==> src/rtl/capture_reader_if.sv <==
// Bundles the FIFO read port, host stream and status signals of capture_reader.
interface capture_reader_if #(
  parameter int unsigned DATA_SIZE = 4,
  parameter int unsigned ADDR_SIZE = 2
);
  logic                 enable_i;
  logic                 fifo_full_i;
  logic [ADDR_SIZE-1:0] r_addr_o;
  logic [DATA_SIZE-1:0] r_data_i;
  logic [DATA_SIZE-1:0] data_o;
  logic                 valid_o;
  logic                 ready_i;
  logic                 last_o;
  logic                 busy_o;
  logic                 done_o;
  logic                 rearm_o;

  modport master (
    input  enable_i, fifo_full_i, r_data_i, ready_i,
    output r_addr_o, data_o, valid_o, last_o, busy_o, done_o, rearm_o
  );

  modport slave (
    output enable_i, fifo_full_i, r_data_i, ready_i,
    input  r_addr_o, data_o, valid_o, last_o, busy_o, done_o, rearm_o
  );
endinterface

==> src/rtl/capture_reader.sv <==
// Read-side controller for the trigger capture FIFO: waits for full, streams
// every location in address order, then requests a re-arm of the write side.
module capture_reader #(
  parameter int unsigned DATA_SIZE = 4,
  parameter int unsigned ADDR_SIZE = 2
) (
  input  logic              clk_i,
  input  logic              rst,
  capture_reader_if.master  bus
);
  typedef enum logic [2:0] {
    IDLE,
    FETCH,
    LATCH,
    PRESENT,
    DONE
  } state_t;

  localparam logic [ADDR_SIZE-1:0] LAST_ADDR = '1;

  state_t               state_q, state_d;
  logic [ADDR_SIZE-1:0] r_addr_q, r_addr_d;
  logic [DATA_SIZE-1:0] data_q, data_d;
  logic                 valid_q, valid_d;
  logic                 last_q, last_d;
  logic                 done_q, done_d;
  logic                 rearm_q, rearm_d;
  logic                 sync1_q, sync2_q;
  logic                 full_s;

  assign full_s = sync2_q;

  always_ff @(posedge clk_i or negedge rst) begin
    if (!rst) begin
      sync1_q <= 1'b0;
      sync2_q <= 1'b0;
    end else begin
      sync1_q <= bus.fifo_full_i;
      sync2_q <= sync1_q;
    end
  end

  always_ff @(posedge clk_i or negedge rst) begin
    if (!rst) begin
      state_q  <= IDLE;
      r_addr_q <= '0;
      data_q   <= '0;
      valid_q  <= 1'b0;
      last_q   <= 1'b0;
      done_q   <= 1'b0;
      rearm_q  <= 1'b0;
    end else begin
      state_q  <= state_d;
      r_addr_q <= r_addr_d;
      data_q   <= data_d;
      valid_q  <= valid_d;
      last_q   <= last_d;
      done_q   <= done_d;
      rearm_q  <= rearm_d;
    end
  end

  always_comb begin
    state_d  = state_q;
    r_addr_d = r_addr_q;
    data_d   = data_q;
    valid_d  = valid_q;
    last_d   = last_q;
    done_d   = 1'b0;
    rearm_d  = rearm_q;

    unique case (state_q)
      IDLE: begin
        r_addr_d = '0;
        if (full_s && bus.enable_i) begin
          state_d = FETCH;
        end
      end
      FETCH: begin
        state_d = LATCH;
      end
      LATCH: begin
        data_d  = bus.r_data_i;
        valid_d = 1'b1;
        last_d  = (r_addr_q == LAST_ADDR);
        state_d = PRESENT;
      end
      PRESENT: begin
        if (valid_q && bus.ready_i) begin
          valid_d = 1'b0;
          if (last_q) begin
            // Finish on the last address instead of wrapping back to 0.
            last_d  = 1'b0;
            done_d  = 1'b1;
            rearm_d = 1'b1;
            state_d = DONE;
          end else begin
            r_addr_d = r_addr_q + 1'b1;
            state_d  = FETCH;
          end
        end
      end
      DONE: begin
        // Stay here while the write side still reports full, so a stale flag never starts a frame.
        if (!full_s) begin
          rearm_d  = 1'b0;
          r_addr_d = '0;
          state_d  = IDLE;
        end
      end
      default: begin
        state_d = IDLE;
      end
    endcase
  end

  assign bus.r_addr_o = r_addr_q;
  assign bus.data_o   = data_q;
  assign bus.valid_o  = valid_q;
  assign bus.last_o   = last_q;
  assign bus.busy_o   = (state_q != IDLE);
  assign bus.done_o   = done_q;
  assign bus.rearm_o  = rearm_q;
endmodule
==> src/flat_wrapper.sv <==
// flat-port wrapper written by rule: the top's interface ports become plain ports
module capture_reader_flat 
#(
  parameter int unsigned DATA_SIZE = 4,
  parameter int unsigned ADDR_SIZE = 2
)
  (clk_i, rst, bus_enable_i, bus_fifo_full_i, bus_r_data_i, bus_ready_i, bus_r_addr_o, bus_data_o, bus_valid_o, bus_last_o, bus_busy_o, bus_done_o, bus_rearm_o);
  capture_reader_if #(.DATA_SIZE(DATA_SIZE), .ADDR_SIZE(ADDR_SIZE)) bus_i ();
  input  logic clk_i;
  input  logic rst;
  input wire logic [$bits(bus_i.enable_i)-1:0] bus_enable_i;
  input wire logic [$bits(bus_i.fifo_full_i)-1:0] bus_fifo_full_i;
  input wire logic [$bits(bus_i.r_data_i)-1:0] bus_r_data_i;
  input wire logic [$bits(bus_i.ready_i)-1:0] bus_ready_i;
  output wire logic [$bits(bus_i.r_addr_o)-1:0] bus_r_addr_o;
  output wire logic [$bits(bus_i.data_o)-1:0] bus_data_o;
  output wire logic [$bits(bus_i.valid_o)-1:0] bus_valid_o;
  output wire logic [$bits(bus_i.last_o)-1:0] bus_last_o;
  output wire logic [$bits(bus_i.busy_o)-1:0] bus_busy_o;
  output wire logic [$bits(bus_i.done_o)-1:0] bus_done_o;
  output wire logic [$bits(bus_i.rearm_o)-1:0] bus_rearm_o;
  assign bus_i.enable_i = bus_enable_i;
  assign bus_i.fifo_full_i = bus_fifo_full_i;
  assign bus_i.r_data_i = bus_r_data_i;
  assign bus_i.ready_i = bus_ready_i;
  assign bus_r_addr_o = bus_i.r_addr_o;
  assign bus_data_o = bus_i.data_o;
  assign bus_valid_o = bus_i.valid_o;
  assign bus_last_o = bus_i.last_o;
  assign bus_busy_o = bus_i.busy_o;
  assign bus_done_o = bus_i.done_o;
  assign bus_rearm_o = bus_i.rearm_o;
  capture_reader #(.DATA_SIZE(DATA_SIZE), .ADDR_SIZE(ADDR_SIZE)) u_core (.clk_i(clk_i), .rst(rst), .bus(bus_i));
endmodule
==> config.mk <==
export PLATFORM = sky130hd
export DESIGN_NAME = capture_reader_flat
export DESIGN_NICKNAME = d
export VERILOG_FILES = /design/src/rtl/capture_reader_if.sv /design/src/rtl/capture_reader.sv /design/src/flat_wrapper.sv
export SDC_FILE = /design/constraint.sdc
export NUM_CORES = 1
export LEC_CHECK = 0
export ABC_CLOCK_PERIOD_IN_PS = 3300
export BUFFER_PORTS_ARGS = -buffer_cell sky130_fd_sc_hd__buf_4
export CORE_MARGIN = 2
export CORE_UTILIZATION = 40
export DETAILED_ROUTE_END_ITERATION = 16
export GPL_ROUTABILITY_DRIVEN = 0
export PLACE_DENSITY_LB_ADDON = 0.25
export SKIP_CTS_REPAIR_TIMING = 1
export SLEW_MARGIN = 20
export SYNTH_ARGS = -nofsm -noshare
export SYNTH_HDL_FRONTEND = slang
export SYNTH_SLANG_ARGS = --single-unit
==> constraint.sdc <==
create_clock -name clk_i -period 3.3 [get_ports clk_i]
set_clock_uncertainty 0.05 [all_clocks]
set_input_delay 0.825 -clock clk_i [delete_from_list [all_inputs] [get_ports clk_i]]
set_output_delay 0.825 -clock clk_i [all_outputs]
set_load 0.005 [all_outputs]
==> qor.csv, run 1 <==
metric,value,unit
worst-path-buf-inv,1,
synth_seq_area_share,0.547,
io_pins,20,
combPwrFrac,0.365,
fp.dieH,45.4,µm
synth_seq_cells,15,
worstMarginPinSlew,0.402,ns
min_from,u_core.sync1_q,
io_buffers,19,
grt_max_degree,16,
num_rows,14,
critical_path.slowest_cell,dfrtp_1,
rr_endpoint,u_core.bus.data_o[3],
crit_path_max_fanout,9,
firstDrtPassIters,2,
insertion_delay,0.28,ns
wl,1120,µm
rr_startpoint,u_core.state_q[1],
rsz0062_at_grt,no,
layout_commonest_cell,buf_4,
clkPwrFrac,0.165,
hold_viol_final,0,
r2r_slack,1.91,ns
arrival,1.46,ns
clockRootBuffer,clkbuf_4,
wire_per_inst,13.0,µm
post-route-min-period,2.33,ns
power_frac_seq,0.469,
h-tree-depth,1,
nets,81,
grt_pass1_vias,440,
synth_edf_count,0,
cts_buffer_depth,2,
period_share,0.707,
max_freq,429,MHz
cp.required,2.42,ns
netSwitchingFraction,0.303,
report.final.slew_viol_count,0,
antenna_cells,0,
drt_drc_violations_left,0,
syn-num-nets,60,
dieArea,2060,µm²
setup_viol,0,
final_cell_mix,"19 x buf_4, 15 x dfrtp_1, 4 x mux2_2, 3 x nor2_1, 3 x clkbuf_4",
cap_violations,0,
tns,0,ns
cts_sinks,15,
grt_pass1_wl,1850,µm
holdPathStages,0,
async_flop_share,1.00,
final_layout_size_suffix_gt1_frac,0.514,
hp-class,reg2reg,
run_status,"complete, no violations",
first_iter_violations,4,
dp.cells,82,
clkTransAtPathRegs,0.09,ns
numCtsBuffers,3,
overflow,0,
core_area,1560,µm²
antenna_found_initial,0,
worstSetupStartpointType,flop,
initial_core_util,0.440,
grt.total_usage,0.131,
path_cells,or3_2 -> buf_4,
synth_area,686,µm²
vias,454,
syn2layout_area_growth,23.4,%
ys_types,27,
cp-end-kind,output pin,
crit_type,reg2out,
min_to,u_core.full_s,
synth-main-ff-cell,dfrtp_1,
via_per_inst,5.28,
ant_nets,0,
ir_drop,0.360,mV
avgSynthCellArea,13.7,µm²
die_x,45.4,µm
syn_inst,50,
tritoncts,yes,
crit_family,flip-flops,
p_per_area,740,nW/µm²
stdcell_count,86,
p_sw,190,µW
p_int,436,µW
hold_ws,0.310,ns
dp_hpwl,833,µm
r2r_cells,3,
yosys_warnings,0,
relSlewSlack,0.732,
slowest_delay,0.52,ns
p_leak,0.000417,µW
[cell usage after synthesis, types with 2 or more instances]
library cell	instances	area, µm²
a22o_1	2	17.5
a21o_1	2	15.0
dfrtp_1	15	375
mux2_2	4	45.0
nor2_1	3	11.3
nand2_1	2	7.51
buf_6	2	22.5
[final cells by class]
type,instances,area [µm²]
clock buffers,3,22.5
flip-flops and latches,15,375
clock inverters,1,5.00
multi-input cells,32,280
well taps,16,20.0
repair buffers,19,143
fillers,142,713
[worst reg2reg max path: stages (launching register included)]
cell and delay (ns):
dfrtp_1 0.60, nand2b_4 0.10, nor2_4 0.18, mux2_2 0.36
[through the flow]
stage | setup WS [ns] | util | total power (µW) | cell area [µm²]
floorplan | 1.45 | - | 436 | 686
global placement | 1.29 | 0.525 | 526 | 818
detailed placement | 1.28 | 0.525 | 530 | 818
CTS | 0.961 | 0.543 | 634 | 846
global route | 0.905 | 0.543 | 669 | 846
finish | 0.966 | 0.543 | 626 | 846
[worst max path at each step]
| stage | start | end | cells after the start |
|---|---|---|---|
| 2_1_floorplan | u_core.state_q[0] | bus_busy_o | 2 |
| 3_3_place_gp | u_core.state_q[0] | bus_busy_o | 2 |
| 3_5_place_dp | u_core.state_q[0] | bus_busy_o | 2 |
| 4_1_cts | u_core.state_q[0] | bus_busy_o | 2 |
| 5_1_grt | u_core.state_q[0] | bus_busy_o | 2 |
| 6_report | u_core.state_q[0] | bus_busy_o | 2 |
[logic make-up after synthesis]
| logic type | synth area share |
|---|---|
| AOI/OAI and AO/OA | 0.120 |
| DFF | 0.547 |
| adders and majority gates | 0.0182 |
| and+or+nand+nor | 0.182 |
| muxes | 0.0876 |
| buffers and inverters | 0.0438 |
[flip-flops by register name, summed over array words and instances, names as in the netlist]
signal,flops
u_core.bus.r_addr_o,2
u_core.bus.done_o,1
u_core.bus.valid_o,1
u_core.bus.data_o,4
u_core.state_q,3
u_core.bus.rearm_o,1
u_core.bus.last_o,1
u_core.full_s,1
u_core.sync1_q,1
[per-layer routing]
layer  up-vias  GRT usage  wire length, µm
li1        223          -                -
met1       216      0.168              543
met2        13      0.189              506
met3         2     0.0317               57
met4         0      0.100               15
met5         -          0                0
[power groups by stage]
stage               sequential (µW)  clock, µW  combinational [µW]
CTS                             294        106                 234
global placement                296          0                 230
finish                          294        104                 229
floorplan                       279          0                 157
detailed placement              298          0                 232
global route                    304        113                 252
Note: power is estimated with default switching activity, not from simulation.
==> run 2, diff against run 1 <==
--- a/config.mk
+++ b/config.mk
@@ -5,7 +5,7 @@
 export SDC_FILE = /design/constraint.sdc
 export NUM_CORES = 1
 export LEC_CHECK = 0
-export ABC_CLOCK_PERIOD_IN_PS = 3300
+export ABC_CLOCK_PERIOD_IN_PS = 2110
 export BUFFER_PORTS_ARGS = -buffer_cell sky130_fd_sc_hd__buf_4
 export CORE_MARGIN = 2
 export CORE_UTILIZATION = 40
==> constraint.sdc (replaced) <==
create_clock -name clk_i -period 2.11 [get_ports clk_i]
set_clock_uncertainty 0.05 [all_clocks]
set_input_delay 0.5275 -clock clk_i [delete_from_list [all_inputs] [get_ports clk_i]]
set_output_delay 0.5275 -clock clk_i [all_outputs]
set_load 0.005 [all_outputs]
==> run 2 against run 1 <==
Compared with the run above:
- core utilization is 0.96 points higher
- global-route usage grew 1.1 points
- hold slack lost 0.28 ns
- via count increased by 3.5%
- first-iteration DRC count decreased by 25%
- sequential power rose by 48%
- critical path type unchanged
- largest cell class unchanged
- largest power group unchanged
==> qor.csv, run 2 (synthesis gave the netlist of run 1 again) <==
metric,value,unit
largest_reg_flops,4,
antenna_found_initial,0,
numCtsBuffers,3,
cts_sinks,15,
final_layout_size_suffix_gt1_frac,0.528,
relSlewSlack,0.805,
report.final.slew_viol_count,0,
syn2layout_area_growth,25.5,%
worstSetupStartpointType,flop,
grt.total_usage,0.142,
fp.dieH,45.4,µm
design_area,861,µm²
cp.required,1.53,ns
fin_ws,0.178,ns
die_x,45.4,µm
overflow,0,
post-place-ws,0.502,ns
place_area,833,µm²
run_status,"complete, no violations",
crit_type,reg2out,
antenna_cells,0,
grt_pass1_wl,1970,µm
grt_pass1_vias,464,
tns,0,ns
dp.cells,84,
ant_nets,0,
hp-class,in2async,
io_buffers,19,
worstMarginPinSlew,0.292,ns
first_iter_violations,3,
arrival,1.35,ns
initial_core_util,0.440,
crit_path_max_fanout,10,
io_pins,20,
wl,1210,µm
post-route-min-period,1.93,ns
dieArea,2060,µm²
p_per_area,1160,nW/µm²
wire_per_inst,13.8,µm
vias,470,
period_share,0.915,
nets,83,
fillers,145,
grt_max_degree,16,
setup_viol,0,
stdcell_count,88,
drt_drc_violations_left,0,
clockRootBuffer,clkbuf_4,
num_rows,14,
firstDrtPassIters,3,
h-tree-depth,1,
ir_drop,0.675,mV
layout_commonest_cell,buf_4,
dp_hpwl,920,µm
max_freq,518,MHz
core_area,1560,µm²
p_leak,0.000425,µW
final_cell_mix,"21 x buf_4, 15 x dfrtp_1, 4 x mux2_2, 3 x nor2_1, 3 x clkbuf_4",
rsz0062_at_grt,no,
via_per_inst,5.34,
tritoncts,yes,
insertion_delay,0.28,ns
hold_viol_final,0,
cap_violations,0,
cts_buffer_depth,2,
cp-end-kind,output pin,
p_total,1000,µW
clkTransAtPathRegs,0.09,ns
[run 2: path summary, 6_finish.rpt]
check	endpoint	cells after the start	slack, ns	start
max	bus_busy_o	2	0.18	u_core.state_q[2]
min	u_core.bus.data_o[0]	1	0.03	rst
max reg2reg	u_core.bus.data_o[0]	3	0.73	u_core.state_q[2]
min reg2reg	u_core.full_s	0	0.31	u_core.sync1_q
max in group asynchronous	u_core.bus.data_o[1]	1	1.81	rst
min in group clk_i	u_core.sync1_q	1	0.29	bus_fifo_full_i
[run 2: routing by layer]
| metal | track usage | routed length [µm] | up-vias |
|---|---|---|---|
| met3 | 0.0317 | 60 | 4 |
| met5 | 0 | 0 | - |
| met4 | 0.124 | 30 | 0 |
| met2 | 0.214 | 585 | 13 |
| met1 | 0.168 | 537 | 228 |
| li1 | - | - | 225 |
[run 2: area by class of cell]
type,instances,area [µm²],share of cell area
clock inverter,1,5.00,0.00581
multi-input combinational,32,280,0.326
sequential,15,375,0.436
tap,16,20.0,0.0233
timing repair buffer,21,158,0.183
clock buffer,3,22.5,0.0262
[run 2: where the power goes]
group          internal, µW  switching (µW)  total [µW]
logic                   252             153         405
registers               374            60.1         434
clock network          70.4            91.5         162
total                   696             305        1000
[run 2: worst max-delay path: stages (launching register included)]
cell and delay, ns:
dfrtp_1 0.49, or3_2 0.44, buf_4 0.14
[run 2: through the flow]
stage / hold WS, ns / utilization
final: 0.0294 / 0.552
after global routing: 0.0371 / 0.552
after CTS: 0.0241 / 0.552
after detailed placement: 0.285 / 0.535
after global placement: 0.281 / 0.535
after floorplan: 0.182 / -
==> run 3, diff against run 2 <==
--- a/config.mk
+++ b/config.mk
@@ -11,7 +11,7 @@
 export CORE_UTILIZATION = 40
 export DETAILED_ROUTE_END_ITERATION = 16
 export GPL_ROUTABILITY_DRIVEN = 0
-export PLACE_DENSITY_LB_ADDON = 0.25
+export PLACE_DENSITY = 0.64
 export SKIP_CTS_REPAIR_TIMING = 1
 export SLEW_MARGIN = 20
 export SYNTH_ARGS = -nofsm -noshare
==> run 3 against run 2 <==
Compared with the run above:
- sequential power about the same
- setup slack better by 0.0013 ns
- die area did not move
- core utilization stayed put
- critical path depth unchanged
- global-route usage shrank 0.86 points
- routed wire length down 3.8%
- count of clock-buffer cells in the layout is the same
- critical endpoint unchanged
==> qor.csv, run 3 (synthesis gave the netlist of run 1 again) <==
metric,value,unit
drt_drc_violations_left,0,
overflow,0,
wl,1170,µm
setup_viol,0,
num_rows,14,
cap_violations,0,
antenna_found_initial,0,
place_area,833,µm²
critical_path.slowest_cell,dfrtp_1,
fp.dieH,45.4,µm
final_cell_mix,"21 x buf_4, 15 x dfrtp_1, 4 x mux2_2, 3 x nor2_1, 3 x clkbuf_4",
via_per_inst,5.23,
dieArea,2060,µm²
post-route-util,0.552,
numCtsBuffers,3,
wire_per_inst,13.3,µm
io_pins,20,
first_iter_violations,2,
syn2layout_area_growth,25.5,%
layout_commonest_cell,buf_4,
die_x,45.4,µm
grt_pass1_vias,449,
max_freq,518,MHz
relSlewSlack,0.814,
worst-path-buf-inv,1,
grt.total_usage,0.133,
cp.required,1.53,ns
firstDrtPassIters,2,
report.final.slew_viol_count,0,
design_area,861,µm²
ant_nets,0,
slowest_delay,0.48,ns
nets,83,
core_area,1560,µm²
hold_ws,0.0240,ns
run_status,"complete, no violations",
p_leak,0.000425,µW
crit_family,flip-flops,
crit_type,reg2out,
tritoncts,yes,
tns,0,ns
worstMarginPinSlew,0.279,ns
clockRootBuffer,clkbuf_4,
p_per_area,1160,nW/µm²
crit_path_max_fanout,10,
period_share,0.915,
hp-class,in2async,
cts_buffer_depth,2,
cts_sinks,15,
grt_max_degree,16,
io_buffers,19,
path_cells,or3_2 -> buf_4,
h-tree-depth,1,
arrival,1.35,ns
largest_reg_flops,4,
hold_viol_final,0,
initial_core_util,0.440,
worstSetupStartpointType,flop,
grt_pass1_wl,1930,µm
post-route-min-period,1.93,ns
cp-end-kind,output pin,
ir_drop,0.642,mV
antenna_cells,0,
final_layout_size_suffix_gt1_frac,0.528,
clkTransAtPathRegs,0.09,ns
insertion_delay,0.29,ns
rsz0062_at_grt,no,
vias,460,
## run 3: cell counts in the layout (fill, tap and decap cells not counted)
No cell type changed its count.
## run 3: where the power goes
group / internal (µW) / switching [µW] / total, µW
logic: 252 / 150 / 402
clock network: 70.5 / 92.2 / 163
registers: 374 / 58.6 / 432
## run 3: metal layers
layer,vias to the layer above,share of wire,routed length (µm),track usage
met5,-,0,0,0
met4,0,0.012,14,0.0353
li1,227,-,-,-
met2,13,0.49,568,0.217
met3,3,0.058,68,0.0595
met1,217,0.44,516,0.159
## run 3: path summary, 6_finish.rpt
check,start,to,slack [ns],depth (start not counted)
max,u_core.state_q[2],bus_busy_o,0.18,2
min,rst,u_core.bus.data_o[0],0.02,1
max reg2reg,u_core.state_q[2],u_core.bus.data_o[3],0.76,3
min reg2reg,u_core.sync1_q,u_core.full_s,0.30,0
max in group asynchronous,rst,u_core.state_q[0],1.81,1
min in group clk_i,bus_fifo_full_i,u_core.sync1_q,0.29,1
## run 3: layout make-up
type                            count  area, µm²
Timing Repair Buffer               21        158
Fill cell                         144        698
Multi-Input combinational cell     32        280
Clock inverter                      1       5.00
Clock buffer                        3       22.5
Tap cell                           16       20.0
Sequential cell                    15        375
## run 3: through the flow
| step | power [µW] | cells | setup slack (ns) |
|---|---|---|---|
| 3_5_place_dp | 844 | 84 | 0.506 |
| 4_1_cts | 1010 | 88 | 0.173 |
| 6_report | 997 | 88 | 0.180 |
| 2_1_floorplan | 682 | 50 | 0.554 |
| 3_3_place_gp | 838 | 84 | 0.509 |
| 5_1_grt | 1070 | 88 | 0.114 |
